`src/rtl/eeg_pea_eng_opk.sv`:
```
// Output packer for one PEA engine PE: packs 8b results into ORAM words with byte enables.
// Optional macro EEG_OPK_RELU_EN: negative results are written as 0 before packing.
module eeg_pea_eng_opk #(
    parameter int DATA_OUT_DW = 8,
    parameter int PACK_NUM    = 4,
    parameter int OMUX_ADD_AW = 8,
    parameter int ORAM_ADD_AW = 10,
    parameter int ORAM_DAT_DW = DATA_OUT_DW * PACK_NUM
) (
    input  logic                   clk,
    input  logic                   rst,
    input  logic [ORAM_ADD_AW-1:0] CFG_OUT_BASE,
    input  logic                   PE_VLD,
    input  logic                   PE_LST,
    input  logic [OMUX_ADD_AW-1:0] PE_ADD,
    input  logic [DATA_OUT_DW-1:0] PE_DAT,
    output logic                   PE_RDY,
    output logic                   ORAM_WEN,
    output logic [ORAM_ADD_AW-1:0] ORAM_ADD,
    output logic [ORAM_DAT_DW-1:0] ORAM_DAT,
    output logic [PACK_NUM-1:0]    ORAM_BEN,
    input  logic                   ORAM_RDY,
    output logic                   DONE,
    output logic                   IS_IDLE
);
    localparam int LG = $clog2(PACK_NUM);

    typedef enum logic [3:0] {
        S_IDLE  = 4'b0001,
        S_PACK  = 4'b0010,
        S_DRAIN = 4'b0100,
        S_DONE  = 4'b1000
    } state_e;

    state_e                 state_q, state_d;
    logic [ORAM_ADD_AW-1:0] base_q, base_d;

    logic                   pk_vld_q, pk_vld_d;
    logic                   pk_cmp_q, pk_cmp_d;
    logic                   pk_lst_q, pk_lst_d;
    logic [ORAM_ADD_AW-1:0] pk_add_q, pk_add_d;
    logic [ORAM_DAT_DW-1:0] pk_dat_q, pk_dat_d;
    logic [PACK_NUM-1:0]    pk_ben_q, pk_ben_d;

    logic                   wr_vld_q, wr_vld_d;
    logic                   wr_lst_q, wr_lst_d;
    logic [ORAM_ADD_AW-1:0] wr_add_q, wr_add_d;
    logic [ORAM_DAT_DW-1:0] wr_dat_q, wr_dat_d;
    logic [PACK_NUM-1:0]    wr_ben_q, wr_ben_d;

    logic [DATA_OUT_DW-1:0] din_byte;
    logic [LG-1:0]          lane;
    logic [PACK_NUM-1:0]    lane_oh;
    logic [ORAM_ADD_AW-1:0] base_sel;
    logic [ORAM_ADD_AW-1:0] waddr;
    logic                   same_word;
    logic                   din_ena;
    logic                   wr_ena;
    logic                   wr_free;
    logic                   evict;
    logic [ORAM_DAT_DW-1:0] ld_dat;
    logic [PACK_NUM-1:0]    ld_ben;

`ifdef EEG_OPK_RELU_EN
    assign din_byte = PE_DAT[DATA_OUT_DW-1] ? '0 : PE_DAT;
`else
    assign din_byte = PE_DAT;
`endif

    // The base register is only loaded on the first byte of a pass, so IDLE uses the live config.
    assign base_sel  = (state_q == S_IDLE) ? CFG_OUT_BASE : base_q;
    assign lane      = PE_ADD[LG-1:0];
    assign lane_oh   = PACK_NUM'(1) << lane;
    assign waddr     = ORAM_ADD_AW'(PE_ADD >> LG) + base_sel;
    assign same_word = pk_vld_q && (waddr == pk_add_q);
    assign wr_ena    = wr_vld_q & ORAM_RDY;
    assign wr_free   = ~wr_vld_q | wr_ena;
    assign din_ena   = PE_VLD & PE_RDY;

    always_comb begin
        PE_RDY = 1'b0;
        evict  = 1'b0;
        case (state_q)
            S_IDLE:  PE_RDY = 1'b1;
            S_PACK: begin
                PE_RDY = ~pk_cmp_q & (~pk_vld_q | same_word | wr_free);
                evict  = pk_vld_q & wr_free & (pk_cmp_q | (PE_VLD & ~same_word));
            end
            S_DRAIN: evict = pk_vld_q & wr_free;
            default: ;
        endcase
    end

    // Merge into the open word when addresses match, otherwise start from an empty word.
    always_comb begin
        ld_dat = same_word ? pk_dat_q : '0;
        ld_ben = (same_word ? pk_ben_q : '0) | lane_oh;
        for (int k = 0; k < PACK_NUM; k++)
            if (lane == LG'(k)) ld_dat[k*DATA_OUT_DW +: DATA_OUT_DW] = din_byte;
    end

    always_comb begin
        // NOTE: every next-state value is defaulted to its current value first so no latch is inferred.
        state_d  = state_q;
        base_d   = base_q;
        pk_vld_d = pk_vld_q;
        pk_cmp_d = pk_cmp_q;
        pk_lst_d = pk_lst_q;
        pk_add_d = pk_add_q;
        pk_dat_d = pk_dat_q;
        pk_ben_d = pk_ben_q;
        wr_vld_d = wr_vld_q;
        wr_lst_d = wr_lst_q;
        wr_add_d = wr_add_q;
        wr_dat_d = wr_dat_q;
        wr_ben_d = wr_ben_q;

        if (evict) begin
            wr_vld_d = 1'b1;
            wr_lst_d = pk_lst_q;
            wr_add_d = pk_add_q;
            wr_dat_d = pk_dat_q;
            wr_ben_d = pk_ben_q;
            pk_vld_d = 1'b0;
            pk_cmp_d = 1'b0;
            pk_lst_d = 1'b0;
            pk_add_d = '0;
            pk_dat_d = '0;
            pk_ben_d = '0;
        end else if (wr_ena) begin
            wr_vld_d = 1'b0;
        end

        if (din_ena) begin
            pk_vld_d = 1'b1;
            pk_add_d = waddr;
            pk_dat_d = ld_dat;
            pk_ben_d = ld_ben;
            pk_cmp_d = &ld_ben;
            pk_lst_d = PE_LST;
            if (state_q == S_IDLE) base_d = CFG_OUT_BASE;
            state_d = PE_LST ? S_DRAIN : S_PACK;
        end

        case (state_q)
            S_DRAIN: if (wr_ena && wr_lst_q) state_d = S_DONE;
            S_DONE:  state_d = S_IDLE;
            default: ;
        endcase
    end

    // NOTE: state registers use non-blocking assignments; reset is synchronous and clears everything.
    always_ff @(posedge clk) begin
        if (rst) begin
            state_q  <= S_IDLE;
            base_q   <= '0;
            pk_vld_q <= 1'b0;
            pk_cmp_q <= 1'b0;
            pk_lst_q <= 1'b0;
            pk_add_q <= '0;
            pk_dat_q <= '0;
            pk_ben_q <= '0;
            wr_vld_q <= 1'b0;
            wr_lst_q <= 1'b0;
            wr_add_q <= '0;
            wr_dat_q <= '0;
            wr_ben_q <= '0;
        end else begin
            state_q  <= state_d;
            base_q   <= base_d;
            pk_vld_q <= pk_vld_d;
            pk_cmp_q <= pk_cmp_d;
            pk_lst_q <= pk_lst_d;
            pk_add_q <= pk_add_d;
            pk_dat_q <= pk_dat_d;
            pk_ben_q <= pk_ben_d;
            wr_vld_q <= wr_vld_d;
            wr_lst_q <= wr_lst_d;
            wr_add_q <= wr_add_d;
            wr_dat_q <= wr_dat_d;
            wr_ben_q <= wr_ben_d;
        end
    end

    assign ORAM_WEN = wr_vld_q;
    assign ORAM_ADD = wr_add_q;
    assign ORAM_DAT = wr_dat_q;
    assign ORAM_BEN = wr_ben_q;
    assign DONE     = (state_q == S_DONE);
    assign IS_IDLE  = (state_q == S_IDLE);

endmodule
```
`config.mk`:
```
export PLATFORM = sky130hd
export DESIGN_NAME = eeg_pea_eng_opk
export DESIGN_NICKNAME = d
export VERILOG_FILES = /design/src/rtl/eeg_pea_eng_opk.sv
export SDC_FILE = /design/constraint.sdc
export NUM_CORES = 1
export LEC_CHECK = 0
export CAP_MARGIN = 25
export CORE_MARGIN = 4
export CORE_UTILIZATION = 53
export CTS_CLUSTER_SIZE = 10
export DETAILED_ROUTE_END_ITERATION = 10
export PLACE_DENSITY = 0.81
export SETUP_SLACK_MARGIN = 0.05
export SYNTH_ARGS = -nofsm -noshare
export SYNTH_HDL_FRONTEND = slang
export SYNTH_SLANG_ARGS = --single-unit
```
`constraint.sdc`:
```
create_clock -name clk -period 10.7 [get_ports clk]
set_clock_uncertainty 0.05 [all_clocks]
set_input_delay 1.07 -clock clk [delete_from_list [all_inputs] [get_ports clk]]
set_output_delay 1.07 -clock clk [all_outputs]
set_load 0.01 [all_outputs]
```
==> results of run 1 <==
-- flip-flops by register name, summed over array words and instances, names as in the netlist --
signal	count
pk_ben_q	4
ORAM_WEN	1
wr_lst_q	1
base_q	10
pk_vld_q	1
ORAM_BEN	4
state_q	4
pk_cmp_q	1
pk_add_q	10
ORAM_ADD	10
pk_lst_q	1
pk_dat_q	32
ORAM_DAT	32
-- logic make-up after synthesis --
| kind of cell | count (synthesis) | share of synthesized area, % |
|---|---|---|
| and+or+nand+nor | 167 | 15.5 |
| DFF | 111 | 44.0 |
| AOI/OAI and AO/OA | 98 | 16.7 |
| adders and majority gates | 7 | 1.88 |
| muxes | 67 | 13.5 |
| buffers and inverters | 41 | 4.29 |
| xor gates and xnor gates | 16 | 4.14 |
-- final cells by class --
type | instances | area [um^2] | area share (%)
inverter | 8 | 30.0 | 0.492
tap | 129 | 161 | 2.65
clock inverter | 7 | 86.3 | 1.42
timing repair buffer | 86 | 866 | 14.2
multi-input combinational | 355 | 2610 | 42.8
sequential | 111 | 2220 | 36.4
clock buffer | 9 | 124 | 2.03
-- worst paths after layout --
path	cells past startpoint	end	startpoint	slack (ps)
setup / recovery	13	PE_RDY	state_q[1]	4960
hold / removal	2	ORAM_DAT[0]	pk_dat_q[0]	400
setup reg to reg	13	ORAM_DAT[9]	state_q[1]	5710
hold reg to reg	2	ORAM_DAT[0]	pk_dat_q[0]	400
-- worst reg2reg max path, delay by kind of cell, from the launching register on --
family	cells	cell delay, ps
compound gates	3	1230
simple gates	4	940
buf+inv	2	820
mux	2	660
fa+ha+maj	1	430
xor+xnor	1	420
flops	1	390
-- power by group --
group	switching [uW]	internal [uW]
Combinational	111	98.9
Clock	150	114
Sequential	14.9	432
Total	275	644
-- layout by cell type (no fill, tap or decap), drive strengths merged, types with 2 or more instances in the layout --
cell type and count:
ha 6, a21oi 12, mux2i 59, nand2 106
nor4b 4, a311o 3, nand3 17, o32ai 9
xor2 3, nor2 15, o22ai 5, clkdlybuf4s50 80
inv 12, mux2 8, o21ai 4, a211oi 4
a22o 32, a41o 2, o2111ai 2, clkbuf 9
a211o 4, a31o 3, dfxtp 111, xnor3 5
and2 3, a21o 5, o211ai 4, nor2b 3
buf 6, nand4 2, and3 5, nand2b 3
xnor2 8, o31ai 2, nor3 5
-- per-layer routing --
metal / vias up / GRT usage (%) / wire length, um
met4: 0 / 8.51 / 196
met2: 107 / 33.0 / 5180
met5: - / 0 / 0
met3: 13 / 3.55 / 599
met1: 1857 / 23.8 / 4810
li1: 1945 / - / -
-- stage by stage --
stage          area [um^2]  hold slack, ps  instances  util, %  total power (uW)
5_1_grt               6100             435        705     66.0               959
3_3_place_gp          5860             390        688     63.4               657
2_1_floorplan         5050             384        507        -               617
3_5_place_dp          5890             400        689     63.7               664
4_1_cts               6100             413        705     66.0               923
6_report              6100             405        705     66.0               919
==> flow_metrics.tcl, run 1 <==
set metrics [dict create \
    portBuffers 80 \
    antennaDiodeCount 0 \
    required_ps 9580 \
    cts_resized 0 \
    vias_per_cell 5.56 \
    slowest_stage "clkdlybuf4s50_1" \
    cpPeakStageDelay_ps 480 \
    grt_antenna_before_repair 0 \
    die_area_mm2 0.0111 \
    final_max_slew_viol_count 0 \
    n_fill_cell 766 \
    cts_hold_buf 0 \
    max_slew.worst_pin.slew_ps 787 \
    status "finished, final reports clean" \
    layout-drive-gt1-share_pct 8.16 \
    clk_pin_slew_ps 110 \
    async_flop_share_pct 0 \
    htreeDepth 3 \
    postCtsSetupRepairBufs 0 \
    cp_top_family "compound AO/OA/AOI/OAI gates" \
    die_h_um 106 \
    crit_chain "nor4b_4, buf_4, mux2_2, ha_1, fa_1, a211o_1, a211o_1, o211ai_1, a211oi_1, or3_1, a211o_1, a21o_1, clkdlybuf4s50_1" \
    io_pins 81 \
    cts.sinks 111 \
    num_vias 3922 \
    startpoint_type "flip-flop" \
    drc 0 \
    rsz0062_at_grt "no" \
    max_freq_ghz 0.174 \
    yosysMostFrequentCell "dfxtp_1" \
    grt_max_degree 69 \
    synth_edf_count 0 \
    ys_ff_latch 111 \
    finalCritPeriodShare_pct 53.6 \
    power_density_mw_per_mm2 151 \
    endpoint_kind "primary output" \
    fin_tns_setup_ps 0 \
    synthTopCellsByArea "dfxtp_1 44%, mux2i_1 12%, nand2_1 7.8%" \
    yosysSeqAreaShare_pct 44.0 \
    max-cap-violations 0 \
    critPathArrivalTime_ps 4620 \
    track_usage_pct 19.3 \
    maxSlewHeadroom_pct 46.8 \
    worst_ir_drop_vdd_uv 83.7 \
    clk_path_buf_depth 2 \
    ys_types 59 \
    cts_made_buffers 9 \
    syn_inst 507 \
    worstHoldPathType "reg2reg" \
    wl_per_cell_um 15.3 \
    routed_wirelength_um 10800 \
    crit_type "reg2out" \
    fin_crit_ps 5740 \
    finalHoldViolations 0 \
    avgSynthCellArea_um2 9.96 \
    leakage_uw 0.00256 \
    grt_pass1_wl_um 17700 \
    drt-pass1-iter-count 4 \
    die_x_um 106 \
    clockRootBuffer "clkbuf_8" \
    start_util_pct 54.6 \
    crit_top_cell "a211o_1" \
    layout.nets 609 \
    dp_hpwl_um 7940 \
    synth_ff_type "dfxtp_1" \
    final_antenna_net_count 0 \
    rows 35 \
    synth_top_area_share_pct 44.0 \
    dp_slack_ps 4970 \
    setup_viol 0 \
    grt_pass1_vias 3782 \
    core_mm2 0.00924 \
    synth_area_mm2 0.00505 \
    ys_top_cells_by_count "111 x dfxtp_1, 105 x nand2_1, 59 x mux2i_1" \
    synth_fp_nets 545 \
    ys.warnings.count 0 \
    place_congestion 0.798 \
    setup_ws_ps 4960 \
    drt-initial-drc-count 152 \
    critical_path_buf_inv_count 2 \
    crit_fanout 20 \
    synth_area_leader_cell "dfxtp_1" \
    area_growth_syn_to_layout_pct 20.8 \
    cts_tree "built" \
    grt-ovfl-total 0 \
    clk-insertion-delay-late_ps 380 \
]
Power figures use the tool's default switching activity.
==> run 2: changes to the inputs <==
--- a/config.mk
+++ b/config.mk
@@ -7,10 +7,10 @@
 export LEC_CHECK = 0
 export CAP_MARGIN = 25
 export CORE_MARGIN = 4
-export CORE_UTILIZATION = 53
+export CORE_UTILIZATION = 48
 export CTS_CLUSTER_SIZE = 10
 export DETAILED_ROUTE_END_ITERATION = 10
-export PLACE_DENSITY = 0.81
+export PLACE_DENSITY = 0.78
 export SETUP_SLACK_MARGIN = 0.05
 export SYNTH_ARGS = -nofsm -noshare
 export SYNTH_HDL_FRONTEND = slang
==> constraint.sdc (replaced) <==
create_clock -name clk -period 4.6 [get_ports clk]
set_clock_uncertainty 0.05 [all_clocks]
set_input_delay 0.46 -clock clk [delete_from_list [all_inputs] [get_ports clk]]
set_output_delay 0.46 -clock clk [all_outputs]
set_load 0.01 [all_outputs]
==> run 2 against run 1 <==
Net effect: total power grew 130%; largest cell class unchanged; combinational power increased to 2.7 times the previous value; largest power group unchanged; clock power increased by 110%; critical path type unchanged; final cell count rose by 3.3%; wire length up 5.8%; highest routed layer unchanged; critical endpoint unchanged; worst setup slack worse by 4800 ps; first-iteration DRC count rose by 43%.
==> flow_metrics.tcl, run 2 (same netlist as run 1, synthesis figures left out) <==
set metrics [dict create \
    critical_path_buf_inv_count 2 \
    seqPwrFrac_pct 48.2 \
    p_clk_share_pct 25.9 \
    final_antenna_net_count 0 \
    max-cap-violations 0 \
    critPathArrivalTime_ps 3920 \
    area_growth_syn_to_layout_pct 24.0 \
    intPower_uw 1490 \
    grt_pass1_vias 3900 \
    rsz0062_at_grt "yes" \
    combPwrFrac_pct 25.9 \
    core_mm2 0.0103 \
    antennaDiodeCount 0 \
    clk-insertion-delay-late_ps 370 \
    power_density_mw_per_mm2 345 \
    drt-initial-drc-count 218 \
    finalCritPeriodShare_pct 96.4 \
    clk_pin_slew_ps 110 \
    layout-drive-gt1-share_pct 12.5 \
    final_max_slew_viol_count 0 \
    die_area_mm2 0.0122 \
    cts_hold_buf 0 \
    layout.nets 625 \
    drc 0 \
    portBuffers 80 \
    startpoint_type "flip-flop" \
    grt_max_degree 50 \
    rows 37 \
    switching_share_pct 31.0 \
    fin_tns_setup_ps 0 \
    clockRootBuffer "clkbuf_8" \
    grt-ovfl-total 0 \
    track_usage_pct 18.4 \
    slowest_stage "dfxtp_4" \
    multi_input_area_mm2 0.00266 \
    io_pins 81 \
    cp_top_family "compound AO/OA/AOI/OAI gates" \
    leakage_uw 0.00264 \
    crit_chain "nor4b_4, buf_4, mux2_4, ha_4, fa_2, a211o_1, a211o_1, o211ai_1, a211oi_2, or3_1, a211o_1, a21o_1, buf_2" \
    cts_made_buffers 9 \
    crit_fanout 6 \
    final_cell_mix "108 x dfxtp_1, 105 x nand2_1, 79 x clkdlybuf4s50_1" \
    startpoint "state_q[3]" \
    required_ps 4090 \
    die_x_um 111 \
    crit_top_cell "a211o_1" \
    status "finished, final reports clean" \
    start_util_pct 49.1 \
    setup_viol 0 \
    grt_antenna_before_repair 0 \
    cts_tree "built" \
    endpoint_kind "primary output" \
    final_util_pct 60.9 \
    cpPeakStageDelay_ps 390 \
    min-delay-start "pk_dat_q[23]" \
    place_congestion 0.848 \
    cts.sinks 111 \
    clk_path_buf_depth 2 \
    layout_commonest_cell "dfxtp_1" \
    htreeDepth 3 \
    worst_ir_drop_vdd_uv 178 \
    ff_latch_area_mm2 0.00223 \
    dp_hpwl_um 8070 \
    switching_power_uw 669 \
    drt-pass1-iter-count 4 \
    finalHoldViolations 0 \
    grt_pass1_wl_um 18800 \
    max_slew.worst_pin.slew_ps 941 \
    wl_per_cell_um 15.7 \
    fin_crit_ps 4430 \
    crit_type "reg2out" \
    place_area_mm2 0.00594 \
    maxSlewHeadroom_pct 36.4 \
    timing.hold.ws_ps 410 \
    routed_wirelength_um 11400 \
    vias_per_cell 5.48 \
    worstHoldPathType "reg2reg" \
    die_h_um 111 \
    num_vias 3993 \
    n_fill_cell 861 \
    max_freq_ghz 0.225 \
    postLayoutCellArea_mm2 0.00626 \
    r2r_start "state_q[3]" \
]
==> run 2: changes by cell type in the layout (fill, tap and decap cells not counted), moves of 2 or more <==
cell,delta
buf_4,+16
dfxtp_1,-3
ha_1,-3
a211oi_1,-2
a211oi_2,+2
clkinv_4,+2
dfxtp_4,+2
ha_4,+2
mux2_2,-2
mux2_4,+2
==> run 2: final timing paths <==
path / endpoint / slack (ps) / depth (start not counted)
max: PE_RDY / 170 / 13
min: ORAM_DAT[23] / 410 / 2
max reg2reg: pk_ben_q[3] / 240 / 15
min reg2reg: ORAM_DAT[23] / 410 / 2
==> run 2: power groups by stage <==
stage | combinational, uW | clock [uW] | sequential [uW]
2_1_floorplan | 384 | 0 | 1050
3_3_place_gp | 494 | 0 | 1060
3_5_place_dp | 508 | 0 | 1060
4_1_cts | 543 | 575 | 1040
5_1_grt | 604 | 615 | 1050
6_report | 558 | 559 | 1040
==> run 2: final cells by class <==
class / instances / share of cell area [%]
well taps: 136 / 2.72
clock inverters: 7 / 1.08
inverters: 8 / 0.480
repair buffers: 102 / 15.6
clock buffers: 9 / 1.98
flip-flops and latches: 111 / 35.6
multi-input cells: 355 / 42.5
==> run 2: timing repair <==
action,in CTS,in global routing
pin swaps,7,7
setup buffers,5,4
resized for setup,16,3
setup endpoints to repair,1,1
endpoints found under the hold margin,0,0
==> run 2: worst reg2reg max path, delay by kind of cell (launching register included) <==
family / cells / cell delay [ps]
simple gates: 2 / 650
compound gates: 7 / 1910
flops: 1 / 390
fa+ha+maj: 2 / 510
mux: 1 / 310
buf+inv: 3 / 440
==> run 2: routing by layer <==
metal	part of all wire (%)	global-route usage, %	vias up
met5	0	0	-
li1	-	-	1978
met2	50	31.9	108
met1	44	23.2	1894
met4	1.1	5.99	0
met3	5.3	3.29	13
==> run 2: stage by stage <==
step / cells / power [uW] / setup slack [ps]
after global routing: 728 / 2270 / 20.4
after global placement: 703 / 1550 / 190
final: 728 / 2160 / 165
after detailed placement: 703 / 1570 / 147
after floorplan: 507 / 1440 / 176
after CTS: 724 / 2160 / 60.7
==> run 3: changes to the inputs <==
--- a/config.mk
+++ b/config.mk
@@ -5,6 +5,7 @@
 export SDC_FILE = /design/constraint.sdc
 export NUM_CORES = 1
 export LEC_CHECK = 0
+export ABC_AREA = 0
 export CAP_MARGIN = 25
 export CORE_MARGIN = 4
 export CORE_UTILIZATION = 48
==> results of run 3 <==
The final DEF is identical to that of run 2; final timing and power are the same.
